===== src/rtl/ascon_share_serdes.sv =====
// Serial-to-parallel share loader and parallel-to-serial result unloader for masked Ascon operands.
// Loads NS shares MSB-first, starts the core, captures its result (dummy on auth failure) and streams it LSB-first.
module ascon_share_serdes #(
  parameter int NS      = 5,
  parameter int LANE    = 1,
  parameter int IN_LEN  = 128,
  parameter int OUT_LEN = 128
) (
  input  logic                 clk,
  input  logic                 rst,
  input  logic                 abort,
  input  logic                 in_valid,
  output logic                 in_ready,
  input  logic [NS*LANE-1:0]   in_data,
  output logic                 load_done,
  output logic [NS*IN_LEN-1:0] par_out,
  input  logic                 core_go,
  output logic                 core_start,
  input  logic                 res_valid,
  output logic                 res_ready,
  input  logic [OUT_LEN-1:0]   res_data,
  input  logic                 res_auth,
  input  logic [OUT_LEN-1:0]   res_dummy,
  output logic                 out_valid,
  input  logic                 out_ready,
  output logic [LANE-1:0]      out_data,
  output logic                 out_last,
  output logic                 out_auth,
  output logic                 busy
);

  localparam int IN_BEATS  = (IN_LEN + LANE - 1) / LANE;
  localparam int OUT_BEATS = (OUT_LEN + LANE - 1) / LANE;
  localparam int OUT_W     = OUT_BEATS * LANE;
  localparam int ICW       = $clog2(IN_BEATS + 1);
  localparam int OCW       = $clog2(OUT_BEATS + 1);

  localparam logic [ICW-1:0] IN_FULL  = ICW'(IN_BEATS);
  localparam logic [ICW-1:0] IN_LAST  = ICW'(IN_BEATS - 1);
  localparam logic [OCW-1:0] OUT_LAST = OCW'(OUT_BEATS - 1);

  typedef enum logic [1:0] {
    LOAD,
    READY,
    WAIT_CORE,
    UNLOAD
  } state_e;

  state_e              state_q, state_d;
  logic [ICW-1:0]      icnt_q;
  logic [OCW-1:0]      ocnt_q;
  logic [IN_LEN-1:0]   sh_q [NS];
  logic [OUT_LEN-1:0]  res_q;
  logic                auth_q;
  logic                core_start_q;

  logic                in_fire;
  logic                res_fire;
  logic                out_fire;
  logic                in_last;
  logic                out_last_beat;
  logic [OUT_W-1:0]    res_shift;

  assign in_fire       = in_valid  && (state_q == LOAD);
  assign res_fire      = res_valid && (state_q == WAIT_CORE);
  assign out_fire      = out_ready && (state_q == UNLOAD);
  assign in_last       = (icnt_q == IN_LAST);
  assign out_last_beat = (ocnt_q == OUT_LAST);

  // State register
  always_ff @(posedge clk) begin
    if (rst || abort) begin
      state_q <= LOAD;
    end else begin
      state_q <= state_d;
    end
  end

  // Next-state logic
  always_comb begin
    state_d = state_q;
    unique case (state_q)
      LOAD:      if (in_fire && in_last)        state_d = READY;
      READY:     if (core_go)                   state_d = WAIT_CORE;
      WAIT_CORE: if (res_fire)                  state_d = UNLOAD;
      UNLOAD:    if (out_fire && out_last_beat) state_d = LOAD;
      default:                                  state_d = LOAD;
    endcase
  end

  // Share registers hold only IN_LEN bits: padding from the first beat shifts out naturally.
  always_ff @(posedge clk) begin
    if (rst || abort) begin
      for (int unsigned s = 0; s < NS; s++) sh_q[s] <= '0;
      icnt_q       <= '0;
      ocnt_q       <= '0;
      res_q        <= '0;
      auth_q       <= 1'b0;
      core_start_q <= 1'b0;
    end else begin
      core_start_q <= (state_q == READY) && core_go;

      if (in_fire) begin
        for (int unsigned s = 0; s < NS; s++) begin
          sh_q[s] <= (sh_q[s] << LANE) | IN_LEN'(in_data[s*LANE +: LANE]);
        end
        if (icnt_q != IN_FULL) icnt_q <= icnt_q + 1'b1;
      end

      if (res_fire) begin
        res_q  <= res_auth ? res_data : res_dummy;
        auth_q <= res_auth;
      end

      if (out_fire) begin
        if (out_last_beat) begin
          for (int unsigned s = 0; s < NS; s++) sh_q[s] <= '0;
          icnt_q <= '0;
          ocnt_q <= '0;
          res_q  <= '0;
          auth_q <= 1'b0;
        end else if (ocnt_q != OUT_LAST) begin
          ocnt_q <= ocnt_q + 1'b1;
        end
      end
    end
  end

  for (genvar g = 0; g < NS; g++) begin : g_par
    assign par_out[g*IN_LEN +: IN_LEN] = sh_q[g];
  end

  // Zero-extension to whole beats drives positions >= OUT_LEN as 0.
  assign res_shift = OUT_W'(res_q) >> (int'(ocnt_q) * LANE);

  // Output logic
  always_comb begin
    in_ready   = (state_q == LOAD);
    load_done  = (state_q != LOAD);
    busy       = (state_q != LOAD);
    res_ready  = (state_q == WAIT_CORE);
    out_valid  = (state_q == UNLOAD);
    out_last   = (state_q == UNLOAD) && out_last_beat;
    out_data   = (state_q == UNLOAD) ? res_shift[LANE-1:0] : '0;
    out_auth   = auth_q;
    core_start = core_start_q;
  end

endmodule


===== config.mk =====
export PLATFORM = sky130hd
export DESIGN_NAME = ascon_share_serdes
export DESIGN_NICKNAME = d
export VERILOG_FILES = /design/src/rtl/ascon_share_serdes.sv
export SDC_FILE = /design/constraint.sdc
export NUM_CORES = 1
export LEC_CHECK = 0
export BUFFER_PORTS_ARGS = -buffer_cell sky130_fd_sc_hd__buf_4
export CAP_MARGIN = 20
export CORE_AREA = 2 2 357 359
export DETAILED_ROUTE_END_ITERATION = 10
export DIE_AREA = 0 0 359 361
export PLACE_DENSITY = 0.42
export REMOVE_ABC_BUFFERS = 1
export SLEW_MARGIN = 20
export SYNTH_ARGS = -nofsm -noshare
export SYNTH_HDL_FRONTEND = slang
export SYNTH_SLANG_ARGS = --single-unit

===== constraint.sdc =====
create_clock -name clk -period 33.1 [get_ports clk]
set_clock_uncertainty 0.1 [all_clocks]
set_input_delay 6.62 -clock clk [delete_from_list [all_inputs] [get_ports clk]]
set_output_delay 6.62 -clock clk [all_outputs]
set_load 0.1 [all_outputs]

==> results.py <==
metrics = {
    "final_layout": {
        "regArea_um2": 22180,
        "fin_nets": 3316,
        "fin_cells": 4764,
        "antenna_cells": 0,
        "multi_input_area_um2": 8411,
        "layout-drive-gt1-share_pct": 35.32,
        "postLayoutCoreUtil_pct": 34.22,
        "syn2layout_area_growth_pct": 36.52,
        "fill_cells": 12510,
    },
    "placement": {
        "numPlacedInstances": 4594,
        "gp_congestion": 0.8111,
        "numPortBuffers": 917,
        "pre_cts_ws_ps": 22230,
        "hpwl_um": 74050,
    },
    "global_routing": {
        "grtUsageTotal_pct": 15.09,
        "antenna_found_initial": 1,
        "grt_pass1_vias": 20760,
        "grt_pass1_wl_um": 146300,
        "grt_max_degree": 260,
        "grt_overflow_total": 0,
    },
    "clocking": {
        "holdBufCountCts": 0,
        "path_clk_slew_ps": 60,
        "clockBufferDepth": 3,
        "cts_setup_buffers": 0,
        "h-tree-depth": 3,
        "cts_tree": "yes",
        "clock_latency_ps": 690,
        "cts_buffers": 94,
        "cts_resized": 0,
        "cts.sinks": 788,
        "cts-root-buf": "clkbuf_16",
    },
    "timing": {
        "setup-violations-final": 0,
        "min_period_ps": 10280,
        "maxSlewHeadroom_pct": 18.55,
        "setup_tns_ps": 0,
        "worst_pin_slew_ps": 1222,
        "setup_ws_ps": 22820,
        "hold_ws_ps": 397.6,
        "hold_violations": 0,
        "finalMaxSlewViolations": 0,
        "period_share_pct": 31.07,
        "rsz0062_at_grt": "false",
        "fmax_ghz": 0.09724,
    },
    "synthesis": {
        "yosysSeqAreaShare_pct": 70.57,
        "yosysUniqueCellTypes": 42,
        "synth_area_leaders": "edfxtp_1 (61%), and2_1 (13%), dfxtp_1 (9.4%), mux2i_1 (4.9%), a211oi_1 (3.1%)",
        "synth_seq_cells": 788,
        "synth_ff_type": "edfxtp_1",
        "synth_top_family_by_area": "simple AND/OR/NAND/NOR gates",
        "synth.most_common_cell": "and2_1",
        "yosys-top-cells-count": "and2_1 (645), edfxtp_1 (640), mux2i_1 (153)",
        "ys.warnings.count": 0,
        "synth_edf_count": 640,
        "synth.area.mux_share_pct": 6.699,
        "netlist_area_um2": 31430,
        "synth_top_cell_by_area": "edfxtp_1",
        "avgSynthCellArea_um2": 14.59,
        "synthAdderAreaFrac_pct": 0.2786,
        "netlist_instances": 2154,
        "synth_compound_area_share_pct": 3.622,
        "synth_xor_area_share_pct": 0.3344,
        "synth_top_area_share_pct": 61.14,
        "synthSimpleGateAreaFrac_pct": 15.75,
        "async_flop_share_pct": 0,
    },
    "run_status": {
        "outcome": "finished, final reports clean",
    },
    "setup_path": {
        "crit_chain": "buf_4 -> mux4_2 -> mux4_2 -> nor3_1 -> a31oi_1 -> nand3_1 -> o211ai_1 -> buf_4",
        "cp-end-kind": "output port",
        "start_kind": "flip-flop",
        "cp.required_ps": 26380,
        "cpPeakStageDelay_ps": 660,
        "arrival_ps": 3560,
        "r2r_setup_slack_ps": 27430,
        "slowest_stage": "buf_4",
        "worstPathBufferInverterCount": 2,
        "critical-path-top-delay-family": "multiplexers",
        "critPathMaxFanout": 44,
        "path_class": "reg2out",
    },
    "drt": {
        "ant_nets": 0,
        "drt-initial-drc-count": 1409,
        "routed_wl_um": 102200,
        "routedWlPerCell_um": 21.46,
        "dr.pass1.iters": 4,
        "viasPerCell": 4.250,
        "vias": 20250,
        "drc": 0,
    },
    "power": {
        "internal_power_uw": 1803,
        "leakagePower_uw": 0.01814,
        "switching_share_pct": 30.20,
        "power_frac_seq_pct": 43.6,
        "powerDensity_nw_per_um2": 60.19,
        "vdd_drop_max_v": 0.00004127,
        "combPwrFrac_pct": 15.5,
        "p_switching_uw": 780.1,
        "p_clk_share_pct": 40.9,
    },
    "floorplanning": {
        "core-area_um2": 125400,
        "placementRows": 130,
        "die_h_um": 361,
        "ios": 918,
        "start_util_pct": 25.06,
        "die_area_um2": 129600,
        "die_x_um": 359,
    },
    "run": {
        "cap_violations": 0,
    },
    "min_path": {
        "hp-class": "reg2reg",
    },
}
==> per-layer routing <==
| layer | GRT usage, % | part of all wire, % | up-vias |
|---|---|---|---|
| met1 | 17.12 | 39 | 9957 |
| met5 | 0 | 0 | - |
| li1 | - | - | 9457 |
| met4 | 4.186 | 2.2 | 0 |
| met2 | 26.27 | 49 | 715 |
| met3 | 5.908 | 9.1 | 117 |
==> per-stage QoR <==
step | area [um^2] | total power (uW)
2_1_floorplan | 30600 | 1446
3_3_place_gp | 39750 | 1550
3_5_place_dp | 39750 | 1551
4_1_cts | 42910 | 2626
5_1_grt | 42910 | 2671
6_report | 42910 | 2583
==> cells in the final DEF (no fill, tap or decap), types with 3 or more instances in the layout <==
cell type,instances
nand4_1,5
mux4_2,24
buf_4,928
buf_12,4
clkbuf_16,96
dfxtp_1,147
clkinv_16,4
clkbuf_8,4
clkinv_2,12
clkinv_1,17
nor4b_1,4
and2_1,644
nor2b_1,4
a211oi_1,128
mux2_2,3
nand2b_1,3
a22oi_1,4
nand2_1,22
nand3_1,11
mux2i_1,153
xnor2_1,4
nor2_1,150
o21ai_0,5
edfxtp_1,640
xor2_1,8
or3_1,3
inv_1,7
ha_1,7
clkbuf_1,20
bufinv_16,10
nor3_1,6
a21oi_1,7
==> worst reg2reg max path, stage by stage, from the launching register on <==
cell and delay (ps):
dfxtp_2 310, buf_4 660, ha_1 340, nand2_1 80, or3_1 420, o21ai_4 190
buf_4 590, nand2b_4 970, buf_12 730, buf_4 910
==> path summary, 6_finish.rpt <==
kind                            cells after the start           end       start
worst max-delay path                                8      out_data   ocnt_q[1]
worst max register to register                      9  sh_q[0][422]   ocnt_q[1]
worst min register to register                      2    res_q[121]  res_q[121]
worst min-delay path                                2    res_q[121]  res_q[121]
==> final cells by class <==
class / count / share of cell area [%]
sequential: 788 / 51.69
tap: 1650 / 4.811
clock inverter: 50 / 1.458
clock buffer: 120 / 5.902
multi-input combinational: 1215 / 19.60
timing repair buffer: 934 / 16.47
inverter: 7 / 0.06123
==> power by group through the flow <==
stage / Clock [uW] / Sequential [uW] / Combinational, uW
3_3_place_gp: 0 / 1150 / 404
4_1_cts: 1100 / 1130 / 404
5_1_grt: 1130 / 1130 / 410
2_1_floorplan: 0 / 1420 / 30.4
3_5_place_dp: 0 / 1150 / 404
6_report: 1060 / 1130 / 400
==> logic make-up after synthesis <==
| logic type | Yosys count |
|---|---|
| compound gates | 155 |
| flops | 788 |
| xor+xnor | 12 |
| fa+ha+maj | 7 |
| simple gates | 861 |
| buf+inv | 151 |
| mux | 180 |
==> sequential cells by signal, summed over array words and instances (netlist names) <==
signal      cells
core_start      1
icnt_q          8
ocnt_q          8
out_auth        1
res_q         128
sh_q          640
state_q         2
(Power assumes the default switching activity.)
